==> config.mk <==
export PLATFORM = sky130hd
export DESIGN_NAME = ifq
export DESIGN_NICKNAME = d
export VERILOG_FILES = /design/src/rtl/rvb_pkg.sv /design/src/rtl/ifq_ram.sv /design/src/rtl/ifq.sv
export SDC_FILE = /design/constraint.sdc
export NUM_CORES = 1
export LEC_CHECK = 0
export ABC_CLOCK_PERIOD_IN_PS = 7200
export CAP_MARGIN = 20
export CORE_ASPECT_RATIO = 0.75
export CORE_MARGIN = 5
export CORE_UTILIZATION = 54
export DETAILED_ROUTE_END_ITERATION = 10
export GPL_TIMING_DRIVEN = 1
export PLACE_DENSITY = 0.78
export SYNTH_ARGS = -nofsm -noshare
export SYNTH_HDL_FRONTEND = slang
export SYNTH_SLANG_ARGS = --single-unit
==> constraint.sdc <==
create_clock -name clk -period 7.2 [get_ports clk]
set_input_delay 1.8 -clock clk [delete_from_list [all_inputs] [get_ports clk]]
set_output_delay 1.8 -clock clk [all_outputs]
set_load 0.03 [all_outputs]
==> src/rtl/rvb_pkg.sv <==
// Shared types and default sizes for the fetch-side blocks.
package rvb_pkg;

  localparam int AW        = 32;
  localparam int DW        = 32;
  localparam int IFQ_DEPTH = 4;

  typedef struct packed {
    logic [AW-1:0] pc;
    logic [DW-1:0] ir;
    logic          filled;
  } ifq_entry_t;

endpackage

==> src/rtl/ifq_ram.sv <==
// Fetch queue entry storage: pc written on allocate, ir+filled on fill, async read at head.
module ifq_ram
  import rvb_pkg::*;
#(
  parameter int DEPTH = IFQ_DEPTH,
  localparam int PW   = $clog2(DEPTH)
) (
  input  logic             clk,
  input  logic             clr,
  input  logic             alloc_en,
  input  logic [PW-1:0]    alloc_idx,
  input  logic [AW-1:0]    alloc_pc,
  input  logic             fill_en,
  input  logic [PW-1:0]    fill_idx,
  input  logic [DW-1:0]    fill_ir,
  input  logic             deq_en,
  input  logic [PW-1:0]    deq_idx,
  input  logic [PW-1:0]    rd_idx,
  output ifq_entry_t       rd_entry,
  output logic [DEPTH-1:0] filled
);

  ifq_entry_t mem [DEPTH];

  // Clear is applied last so it wins over a fill or dequeue in the same cycle.
  always_ff @(posedge clk) begin
    if (alloc_en) mem[alloc_idx].pc <= alloc_pc;
    if (fill_en) begin
      mem[fill_idx].ir     <= fill_ir;
      mem[fill_idx].filled <= 1'b1;
    end
    if (deq_en) mem[deq_idx].filled <= 1'b0;
    if (clr) begin
      for (int i = 0; i < DEPTH; i++) mem[i].filled <= 1'b0;
    end
  end

  always_comb begin
    filled = '0;
    for (int i = 0; i < DEPTH; i++) filled[i] = mem[i].filled;
  end

  assign rd_entry = mem[rd_idx];

endmodule

==> src/rtl/ifq.sv <==
// Instruction fetch queue: credit-gated request pass-through, in-order fill, flush with stale-response drop.
module ifq #(
  parameter int AW    = rvb_pkg::AW,
  parameter int DW    = rvb_pkg::DW,
  parameter int DEPTH = rvb_pkg::IFQ_DEPTH
) (
  input  logic          clk,
  input  logic          rst,
  input  logic          ifu_req_vld,
  output logic          ifu_req_rdy,
  input  logic [AW-1:0] ifu_req_pc,
  output logic          biu_req_vld,
  input  logic          biu_req_rdy,
  output logic [AW-1:0] biu_req_pc,
  input  logic          biu_rsp_vld,
  output logic          biu_rsp_rdy,
  input  logic [DW-1:0] biu_rsp_inst,
  output logic          exu_req_vld,
  input  logic          exu_req_rdy,
  output logic [DW-1:0] exu_req_ir,
  output logic [AW-1:0] exu_req_pc,
  input  logic          flush
);
  import rvb_pkg::*;

  localparam int PW = $clog2(DEPTH);
  localparam int CW = $clog2(DEPTH + 1);

  logic [PW-1:0]    head, tail, fill;
  logic [CW-1:0]    alloc_cnt, stale_cnt, filled_cnt;
  logic [DEPTH-1:0] filled;
  ifq_entry_t       head_entry;
  logic             credit, req_fire, rsp_fire, rsp_drop, rsp_write, deq;

  assign credit = ({1'b0, alloc_cnt} + {1'b0, stale_cnt}) < (CW+1)'(DEPTH);

  assign ifu_req_rdy = biu_req_rdy & credit;
  assign biu_req_vld = ifu_req_vld & credit;
  assign biu_req_pc  = ifu_req_pc;
  assign biu_rsp_rdy = 1'b1;

  assign exu_req_vld = head_entry.filled & ~flush & ~rst;
  assign exu_req_ir  = head_entry.ir;
  assign exu_req_pc  = head_entry.pc;

  assign req_fire  = biu_req_vld & biu_req_rdy;
  assign rsp_fire  = biu_rsp_vld;
  assign rsp_drop  = stale_cnt != '0;
  assign rsp_write = rsp_fire & ~rsp_drop & ~flush;
  assign deq       = exu_req_vld & exu_req_rdy;

  always_comb begin
    filled_cnt = '0;
    for (int i = 0; i < DEPTH; i++) filled_cnt = filled_cnt + CW'(filled[i]);
  end

  // Outstanding old-path requests become stale on flush; a same-cycle response consumes one of them.
  always_ff @(posedge clk) begin
    if (rst) begin
      head      <= '0;
      tail      <= '0;
      fill      <= '0;
      alloc_cnt <= '0;
      stale_cnt <= '0;
    end else if (flush) begin
      head      <= '0;
      fill      <= '0;
      tail      <= req_fire ? PW'(1) : '0;
      alloc_cnt <= CW'(req_fire);
      stale_cnt <= stale_cnt + alloc_cnt - filled_cnt - CW'(rsp_fire);
    end else begin
      if (req_fire)  tail <= tail + PW'(1);
      if (deq)       head <= head + PW'(1);
      if (rsp_write) fill <= fill + PW'(1);
      alloc_cnt <= alloc_cnt + CW'(req_fire) - CW'(deq);
      if (rsp_fire && rsp_drop) stale_cnt <= stale_cnt - CW'(1);
    end
  end

  ifq_ram #(.DEPTH(DEPTH)) u_ram (
    .clk       (clk),
    .clr       (rst | flush),
    .alloc_en  (req_fire & ~rst),
    .alloc_idx (flush ? '0 : tail),
    .alloc_pc  (ifu_req_pc),
    .fill_en   (rsp_write & ~rst),
    .fill_idx  (fill),
    .fill_ir   (biu_rsp_inst),
    .deq_en    (deq & ~rst),
    .deq_idx   (head),
    .rd_idx    (head),
    .rd_entry  (head_entry),
    .filled    (filled)
  );

endmodule
Yosys cells after proc, flatten, opt, wreduce, memory -nomap -nowiden
Memory sizes are Yosys's and may differ from the RTL's. A register that Yosys moved wholly into a read port is not among the register bits.
Cells that the tools add are included.
- $add $sub $neg: 13
- $lt $le $gt $ge: 1
- muxes and demuxes: 23
- bitwise gates (word level): 15
- reduce and logical (&&, ||, !) cells: 7
- operators by type and width (operator ; count):
    2-to-1 mux 65 bit ; 2
    OR reduction 65 bit ; 2
    2-to-1 mux 2 bit ; 8
    AND 1 bit ; 11
    2-to-1 mux 1 bit ; 10
    2-to-1 mux 3 bit ; 3
    adder 2 x 1 -> 2 bit, second input constant ; 3
    adder 3 x 1 -> 3 bit ; 2
    subtractor 3 x 1 -> 3 bit ; 2
    adder 3 x 3 -> 4 bit ; 1
    < comparator 4 x 3 -> 1 bit, second input constant ; 1
    nonzero test 2 bit ; 2
    adder 2 x 1 -> 3 bit ; 1
    adder 3 bit ; 1
    NOT 1 bit ; 3
    nonzero test 3 bit ; 1
    subtractor 3 x 1 -> 3 bit, second input constant ; 1
    subtractor 3 bit ; 1
    adder 1 x 1 -> 2 bit ; 1
    OR reduction 2 bit ; 1
    logical AND 1 bit ; 1
    bitwise OR 1 bit ; 1
- bits in registers: 12
- RAM bits: 260
- input bits: 71
- output and inout bits: 100
- memories: 1
- memories (memory ; depth ; width ; read ports ; clocked after Yosys merged registers in ; wr ports ; RTL line ; text):
    u_ram.mem ; 4 ; 65 ; 5 ; 1 ; 5 ; ifq_ram.sv:23 ; ifq_entry_t mem [DEPTH];

Longest topological paths before layout
Gate-level depths: netlist of the first run.
- depth in word-level cells: 8
- gate-level depth with buffers: 13
- mapped depth without buffers: 12

Modules after synthesis
From an unflattened synthesis of the first run, not the netlist that was laid out.
- cell total of the unflattened synthesis: 503
- area total of the unflattened synthesis: 10686.5 um2
- by module, submodules not included (module ; times used ; cells each ; area each (um2) ; sequential area each (um2)):
    ifq_ram ; 1 ; 363 ; 9501.6 ; 7767.4
    ifq ; 1 ; 140 ; 1184.9 ; 240.2

Worst setup path after synthesis of the first run
Ideal clock, no wire load.
- kind: input to register
- from: input port flush
- to: memory u_ram.mem[1][33] (netlist bit), enable pin
- arrival: 5338 ps
- data required time: 6698 ps
- path slack: 1360 ps
- cell stages on the path: 3
- buffers on the path: 1
- cell sequence: or2_2 > clkbuf_1 > nor4_1
- RTL lines (what ; RTL line ; text):
    start: declaration ; ifq.sv:22 ; input logic flush
    end: declaration ; ifq_ram.sv:23 ;

Worst setup path after layout of the first run
- from: input port rst
- to: output port exu_req_vld
- cells in the longest elaborated chain, start to end: 2
- RTL lines (what ; RTL line ; text):
    start: declaration ; ifq.sv:8 ; input logic rst,
    NOT 1 bit ; ifq.sv:42 ; assign exu_req_vld = head_entry.filled & ~flush & ~rst;
    AND 1 bit ; ifq.sv:42 ;
    end: declaration ; ifq.sv:18 ; output logic exu_req_vld,
Every way passes these cells.

==> metrics.yaml, run 1 <==
status: "finished clean"
first_pass_iters: 5
cts_root_buf: "clkbuf_16"
synth_top_area_share_pct: 70.4
hpwl_um: 12800
min_period_ps: 5570
gp_congestion: 0.779
met1_usage_pct: 23.6
path_max_fanout: 38
wl_per_cell_um: 21.1
ys_types: 39
period_share_pct: 77.4
diodes: 0
synth_compound_gate_area_share_pct: 1.27
drt-total-wl_um: 20600
synth_top_family_by_area: "multiplexers"
fin_nets: 788
tns_ps: 0
cellPowerDensity_nw_per_um2: 263
initial_core_util_pct: 54.5
nFillCells: 1286
synth_edf_count: 256
grt_overflow_total: 0
cp_slowest_cell: "clkdlybuf4s50_1"
cp.required_ps: 5400
yosys-top-cells-count: "edfxtp_1 (256), mux4_2 (65), and2_1 (34)"
yosysTopAreaCell: "edfxtp_1"
crit_family: "buffers and inverters"
first_global_vias: 6051
drive_above_1_share_pct: 17.5
max_slew.worst_pin.slew_ps: 1030
synth.area.top_cells: "edfxtp_1 (70%), mux4_2 (13%), dfxtp_1 (3.3%)"
grt_pass1_wl_um: 32700
ys_async_sr_fraction_pct: 0
numCtsBuffers: 27
fp.dieW_um: 174
clock_skew_ps: 8.32
port_buffers: 169
rsz0062_at_grt: "no"
synthCells: 548
synth_fa_ha_area_share_pct: 2.59
synth_xor_area_share_pct: 0.883
slew-limit-headroom_pct: 31.1
start_kind: "input pin"
grt_max_degree: 66
clk_pin_slew_worst_paths_ps: 60
slowest_delay_ps: 670
max_freq_ghz: 0.179
cp_common_cell: "clkdlybuf4s50_1"
worstPathArrival_ps: 3770
yosysMostFrequentCell: "edfxtp_1"
setup-violations-final: 0
met2_usage_pct: 31.3
cap_violations: 0
postCtsHoldBufs: 0
hold_path_depth: 2
area_growth_pct: 24.4
grt_use_total_pct: 17.7
synthSimpleGateAreaFrac_pct: 4.25
vdd_ir_drop_max_uv: 194
cts_tree: "built"
antenna_found_initial: 0
finalMaxSlewViolations: 0
synth_nets: 638
crit_cells: 5
finalHoldViolCount: 0
drc: 0
die_area_um2: 23200
critPathBufInv: 3
reg2regPathDepth: 12
synth_area_um2: 10900
clkLatencyLatePin_ps: 510
regArea_um2: 8060
cts_resized: 0
whs_ps: 522
h-tree-depth: 1
row_count: 45
grt_util_met3_pct: 2.98
synth_seq_cells: 274
drtIter0Drc: 363
ys.flop_type: "edfxtp_1"
num_vias: 5412
muxShareOfSynthArea_pct: 13.4
die_h_um: 133
postSynthAreaPerCell_um2: 19.9
worstSetupPathType: "input pin to output port"
holdCritPathClass: "flip-flop to flip-flop"
viasPerCell: 5.55
path_cells: "clkdlybuf4s50_1 > nor2_2 > buf_4 > and2_1 > clkdlybuf4s50_1"
yosysWarningCount: 0
multi_input_area_um2: 2490
post_cts_buffers: 0
cts_buffer_depth: 3
leakage_nw: 4.40
clock_sinks: 274
end_kind: "output port"
core_um2: 20000
ant_nets: 0
pin_count: 171
ys_seq_area_share_pct: 73.7
p_total_w: 0.00357
busiest_layer: "met2"
==> final cells by class <==
type | instances | area share, %
multi-input combinational | 200 | 18.3
tap | 258 | 2.38
inverter | 17 | 0.470
sequential | 274 | 59.3
clock buffer | 34 | 5.32
timing repair buffer | 178 | 13.0
clock inverter | 15 | 1.15
==> per-stage QoR <==
stage          std cells  utilization (%)  setup slack, ps  cell area (um^2)
2_1_floorplan        548                -             1360             10900
3_3_place_gp         926             63.3             1440             12700
3_5_place_dp         926             63.3             1270             12700
4_1_cts              975             67.7             1610             13600
5_1_grt              976             67.8             1480             13600
6_report             976             67.8             1630             13600
==> tightest hold or removal path: stages, from the launching register on <==
cell and delay [ps]:
dfxtp_1 340, nand2_1 70, a21oi_1 60
==> cell families (layout without fill, tap and decap cells) <==
family / after synthesis / count (layout)
AO/OA/AOI/OAI: 20 / 20
buffers and inverters: 74 / 244
other: 1 / 1
adder cells (fa/ha/maj): 19 / 19
AND/OR/NAND/NOR: 84 / 84
flip-flops: 274 / 274
XOR/XNOR: 11 / 11
multiplexers: 65 / 65
==> where the power goes <==
| part | internal (W) | switching [W] | total [W] |
|---|---|---|---|
| logic | 0.000180 | 0.000223 | 0.000402 |
| clock network | 0.000818 | 0.000553 | 0.00137 |
| registers | 0.00178 | 0.0000224 | 0.00180 |
| total | 0.00278 | 0.000798 | 0.00357 |
==> final timing paths <==
check                                   end  slack (ps)                    startpoint
setup / recovery                exu_req_vld        1630                           rst
hold / removal         fill[0]$_SDFFE_PN0P_         520          fill[0]$_SDFFE_PN0P_
setup reg to reg  stale_cnt[2]$_SDFFE_PP0P_        3480  u_ram.mem[0][0]$_SDFFE_PP0P_
hold reg to reg        fill[0]$_SDFFE_PN0P_         520          fill[0]$_SDFFE_PN0P_
==> state kept, by name, indices dropped and copies added, names as in the netlist, named ones only <==
| signal | flops |
|---|---|
| head | 2 |
| tail | 2 |
| u_ram.mem | 260 |
| stale_cnt | 3 |
| fill | 2 |
| alloc_cnt | 3 |
==> placed cells by master (no fill, tap or decap), types with 4 or more instances in the layout <==
cell	synthesis	layout
xnor2_1	8	8
nand2_1	6	6
clkbuf_16	0	27
nand3_1	6	6
and2_1	34	34
clkbuf_1	16	5
and3_1	6	6
nor2_1	18	15
clkinv_1	1	4
dfxtp_1	18	16
o21ai_0	4	4
buf_4	33	8
inv_1	16	16
edfxtp_1	256	256
mux4_2	65	65
clkdlybuf4s50_1	0	169
ha_1	13	13
clkinv_2	0	6
fa_1	6	6
a21oi_1	6	6
==> metal layers <==
layer  wire [um]  up-vias  share of wire [%]
met5           0        -                  0
met1        8620     2799                 42
met4         283        0                1.4
met3         935       24                4.5
li1            -     2432                  -
met2       10800      157                 52
Power figures use the tool's default switching activity.
==> run 2: changes to the inputs <==
--- a/config.mk
+++ b/config.mk
@@ -5,14 +5,14 @@
 export SDC_FILE = /design/constraint.sdc
 export NUM_CORES = 1
 export LEC_CHECK = 0
-export ABC_CLOCK_PERIOD_IN_PS = 7200
+export ABC_CLOCK_PERIOD_IN_PS = 4750
 export CAP_MARGIN = 20
 export CORE_ASPECT_RATIO = 0.75
 export CORE_MARGIN = 5
-export CORE_UTILIZATION = 54
+export CORE_UTILIZATION = 48
 export DETAILED_ROUTE_END_ITERATION = 10
 export GPL_TIMING_DRIVEN = 1
-export PLACE_DENSITY = 0.78
+export PLACE_DENSITY = 0.73
 export SYNTH_ARGS = -nofsm -noshare
 export SYNTH_HDL_FRONTEND = slang
 export SYNTH_SLANG_ARGS = --single-unit
==> constraint.sdc (replaced) <==
create_clock -name clk -period 4.75 [get_ports clk]
set_input_delay 1.1875 -clock clk [delete_from_list [all_inputs] [get_ports clk]]
set_output_delay 1.1875 -clock clk [all_outputs]
set_load 0.03 [all_outputs]
==> metrics.yaml, run 2 (same netlist as run 1, synthesis figures left out) <==
met1_usage_pct: 22.0
largest_reg_flops: 260
dpl-instance-area_um2: 12800
crit_end: "stale_cnt[2]$_SDFFE_PP0P_"
antenna_found_initial: 0
leakage_nw: 4.42
first_global_vias: 5820
largestRegisters: "u_ram.mem: 260 flops, alloc_cnt: 3 flops, stale_cnt: 3 flops"
cts_resized: 0
vdd_ir_drop_max_uv: 250
cp.required_ps: 5130
drive_above_1_share_pct: 18.0
clock_sinks: 274
tns_ps: 0
grt_overflow_total: 0
met2_usage_pct: 28.4
end_kind: "flip-flop"
crit_start: "biu_rsp_vld"
clkLatencyLatePin_ps: 510
postCtsHoldBufs: 0
cp_common_cell: "fa_1"
path_max_fanout: 2
area_growth_pct: 25.3
period_share_pct: 97.9
port_buffers: 169
reg2regPathDepth: 12
die_h_um: 141
cap_violations: 0
clock_skew_ps: 8.21
post_cts_buffers: 0
r2r-start: "u_ram.mem[0][0]$_SDFFE_PP0P_"
worstPathArrival_ps: 5030
worstSetupPathType: "input pin to flip-flop"
fp.dieW_um: 184
numCtsBuffers: 27
rsz0062_at_grt: "no"
start_kind: "input pin"
utilization_pct: 61.5
viasPerCell: 5.36
layout_commonest_cell: "edfxtp_1"
cts_tree: "built"
core_um2: 22200
slew-limit-headroom_pct: 45.2
status: "finished clean"
holdCritPathClass: "flip-flop to flip-flop"
grt_max_degree: 53
grt_use_total_pct: 16.3
busiest_layer: "met2"
die_area_um2: 25900
setup-violations-final: 0
num_vias: 5454
h-tree-depth: 1
first_pass_iters: 4
r2r-end: "stale_cnt[2]$_SDFFE_PP0P_"
initial_core_util_pct: 49.1
gp_congestion: 0.814
cellPowerDensity_nw_per_um2: 396
cp_slowest_cell: "fa_1"
clk_pin_slew_worst_paths_ps: 60
fin_nets: 795
grt_pass1_wl_um: 33000
max_freq_ghz: 0.215
drtIter0Drc: 323
max_slew.worst_pin.slew_ps: 822
cts_root_buf: "clkbuf_16"
drc: 0
finalMaxSlewViolations: 0
cts_buffer_depth: 3
row_count: 47
pin_count: 171
r2r_slack_ps: 920
diodes: 0
layout.cells.non_filler: 1018
min_period_ps: 4650
path_cells: "clkdlybuf4s50_1 > inv_1 > fa_1 > inv_1 > fa_1 > fa_1 > fa_1 > inv_1 > fa_1 > xnor2_1 > xnor2_1 > a221oi_1 > o41ai_1"
slowest_delay_ps: 540
regMostFlops: "u_ram.mem"
finalHoldViolCount: 0
place_inst: 970
wl_per_cell_um: 21.0
hpwl_um: 13800
design_area_um2: 13700
ant_nets: 0
grt_util_met3_pct: 2.50
drt-total-wl_um: 21400
final_cell_mix: "edfxtp_1 (256), clkdlybuf4s50_1 (169), mux4_2 (65)"
run 2: cell count changes in the layout (fill, tap and decap cells not counted), sizes merged:
cell | before | now
inv | 17 | 16
clkinv | 11 | 7
clkinvlp | 1 | 2
clkbuf | 34 | 37
buf | 9 | 16
run 2: metrics by stage:
step / total power [W] / hold slack [ps] / setup slack, ps
2_1_floorplan: 0.00315 / 471 / 69.9
3_3_place_gp: 0.00338 / 487 / -169
3_5_place_dp: 0.00340 / 507 / -366
4_1_cts: 0.00547 / 515 / 158
5_1_grt: 0.00564 / 555 / 34.7
6_report: 0.00541 / 515 / 97.4
run 2: critical path: cells and delay by family:
kind	cells	cell delay, ps
AO/OA/AOI/OAI	2	470
XOR/XNOR	2	390
adder cells (fa/ha/maj)	5	2340
buffers and inverters	4	650
run 2: layer usage:
| layer | routed length, um | share of wire [%] |
|---|---|---|
| met1 | 8670 | 41 |
| met2 | 11200 | 52 |
| met3 | 1090 | 5.1 |
| met4 | 438 | 2.0 |
| met5 | 0 | 0 |
run 2: worst min path at each step:
stage                                     from                    to  slack [ps]  cells past startpoint
final                     fill[0]$_SDFFE_PN0P_  fill[0]$_SDFFE_PN0P_         520                      2
after global routing      fill[0]$_SDFFE_PN0P_  fill[0]$_SDFFE_PN0P_         550                      2
after CTS                 fill[0]$_SDFFE_PN0P_  fill[0]$_SDFFE_PN0P_         510                      2
after detailed placement  fill[0]$_SDFFE_PN0P_  fill[0]$_SDFFE_PN0P_         510                      2
after global placement    fill[0]$_SDFFE_PN0P_  fill[0]$_SDFFE_PN0P_         490                      2
after floorplan           fill[0]$_SDFFE_PN0P_  fill[0]$_SDFFE_PN0P_         470                      2
run 2: area by class of cell:
cell class | instances | area (um^2)
tap | 294 | 368
multi-input combinational | 200 | 2500
clock buffer | 37 | 733
sequential | 274 | 8060
clock inverter | 11 | 133
fill | 1568 | 8550
inverter | 17 | 63.8
timing repair buffer | 185 | 1820
run 2: power by group:
part / internal (W) / leakage, nW / switching (W)
Sequential: 0.00270 / 2.48 / 0.0000322
Clock: 0.00124 / 0.418 / 0.000827
Combinational: 0.000279 / 1.52 / 0.000341
Total: 0.00421 / 4.42 / 0.00120
==> run 3: changes to the inputs <==
--- a/config.mk
+++ b/config.mk
@@ -12,6 +12,7 @@
 export CORE_UTILIZATION = 48
 export DETAILED_ROUTE_END_ITERATION = 10
 export GPL_TIMING_DRIVEN = 1
+export MAX_ROUTING_LAYER = met4
 export PLACE_DENSITY = 0.73
 export SYNTH_ARGS = -nofsm -noshare
 export SYNTH_HDL_FRONTEND = slang
==> metrics.yaml, run 3 (same netlist as run 1, synthesis figures left out) <==
status: "finished clean"
cts_resized: 0
routed.top_layer: "met4"
first_global_vias: 5813
die_area_um2: 25900
min_period_ps: 4600
cts_root_buf: "clkbuf_16"
wl_met1_um: 8980
period_share_pct: 96.9
pin_count: 171
h-tree-depth: 1
whs_ps: 516
end_kind: "flip-flop"
cp_common_cell: "fa_1"
seqPwrFrac_pct: 50.4
numCtsBuffers: 27
clock_sinks: 274
diodes: 0
cts_tree: "built"
vdd_ir_drop_max_uv: 251
fp.dieW_um: 184
finalMaxSlewViolations: 0
setup_ws_ps: 147
rsz0062_at_grt: "no"
largest_reg_flops: 260
wl_met2_um: 11100
worstSetupPathType: "input pin to flip-flop"
drtIter0Drc: 370
grt_overflow_total: 0
dp_slack_ps: -366
p_total_w: 0.00542
path_cells: "clkdlybuf4s50_1 > inv_1 > fa_1 > inv_1 > fa_1 > fa_1 > fa_1 > inv_1 > fa_1 > xnor2_1 > xnor2_1 > a221oi_1 > o41ai_1"
layout_commonest_cell: "edfxtp_1"
p_clk_share_pct: 38.2
clkLatencyLatePin_ps: 510
num_vias: 5423
slowest_delay_ps: 540
tns_ps: 0
largestRegisters: "u_ram.mem: 260 flops, alloc_cnt: 3 flops, stale_cnt: 3 flops"
wl_per_cell_um: 21.0
drt-total-wl_um: 21400
area_growth_pct: 25.3
path_max_fanout: 2
fin_nets: 795
post_cts_buffers: 0
start_kind: "input pin"
max_freq_ghz: 0.217
ant_nets: 0
initial_core_util_pct: 49.1
max_slew.worst_pin.slew_ps: 818
grt_max_degree: 53
first_pass_iters: 4
core_um2: 22200
slew-limit-headroom_pct: 45.5
port_buffers: 169
clock_skew_ps: 8.10
row_count: 47
hpwl_um: 13800
swShare_pct: 22.2
cts_buffer_depth: 3
worstPathArrival_ps: 4990
critPathBufInv: 4
viasPerCell: 5.33
regMostFlops: "u_ram.mem"
gp_congestion: 0.826
met3_length_um: 883
clk_pin_slew_worst_paths_ps: 60
leakage_nw: 4.42
finalHoldViolCount: 0
drive_above_1_share_pct: 18.0
crit_family: "adder cells"
cellPowerDensity_nw_per_um2: 396
die_h_um: 141
cp.required_ps: 5130
grt_pass1_wl_um: 33000
cap_violations: 0
final_cell_mix: "edfxtp_1 (256), clkdlybuf4s50_1 (169), mux4_2 (65)"
pwr-share-comb_pct: 11.4
cp_slowest_cell: "fa_1"
setup-violations-final: 0
grt_use_total_pct: 16.8
intPower_w: 0.00421
p_switching_w: 0.00120
postCtsHoldBufs: 0
holdCritPathClass: "flip-flop to flip-flop"
drc: 0
antenna_found_initial: 0
[run 3: cell counts in the layout (fill, tap and decap cells not counted)]
Identical to the previous run, type by type.
[run 3: layer usage]
| layer | vias up | GRT usage, % |
|---|---|---|
| met5 | - | - |
| met4 | 0 | 3.50 |
| met3 | 33 | 2.45 |
| met2 | 121 | 28.3 |
| met1 | 2827 | 22.1 |
| li1 | 2442 | - |
[run 3: final timing paths]
check                           slack [ps]                          from                   endpoint  cells past startpoint
worst min register to register         520          fill[0]$_SDFFE_PN0P_       fill[0]$_SDFFE_PN0P_                      2
worst min-delay path                   520          fill[0]$_SDFFE_PN0P_       fill[0]$_SDFFE_PN0P_                      2
worst max register to register         970  u_ram.mem[0][0]$_SDFFE_PP0P_  stale_cnt[2]$_SDFFE_PP0P_                     12
worst max-delay path                   150                   biu_rsp_vld  stale_cnt[2]$_SDFFE_PP0P_                     13
[run 3: area by class of cell]
| type | count | area, um^2 |
|---|---|---|
| clock buffer | 37 | 733 |
| clock inverter | 11 | 133 |
| fill | 1568 | 8550 |
| inverter | 17 | 63.8 |
| multi-input combinational | 200 | 2500 |
| sequential | 274 | 8060 |
| tap | 294 | 368 |
| timing repair buffer | 185 | 1820 |
[run 3: metrics by stage]
step	util, %	instance area, um^2	std cells
global route	61.5	13700	1018
detailed placement	57.6	12800	970
global placement	57.6	12800	970
CTS	61.5	13700	1018
floorplan	-	10900	548
finish	61.5	13700	1018
[run 3: tightest hold or removal path: cells and delay by family (launching register included)]
| family | cells | cell delay (ps) |
|---|---|---|
| AOI/OAI and AO/OA | 1 | 60 |
| DFF | 1 | 340 |
| and+or+nand+nor | 1 | 70 |
[run 3: power groups by stage]
stage | clock network, W | registers [W] | logic [W]
detailed placement | 0 | 0.00278 | 0.000624
CTS | 0.00212 | 0.00273 | 0.000626
floorplan | 0 | 0.00277 | 0.000380
global route | 0.00225 | 0.00273 | 0.000666
global placement | 0 | 0.00277 | 0.000603
finish | 0.00207 | 0.00273 | 0.000619
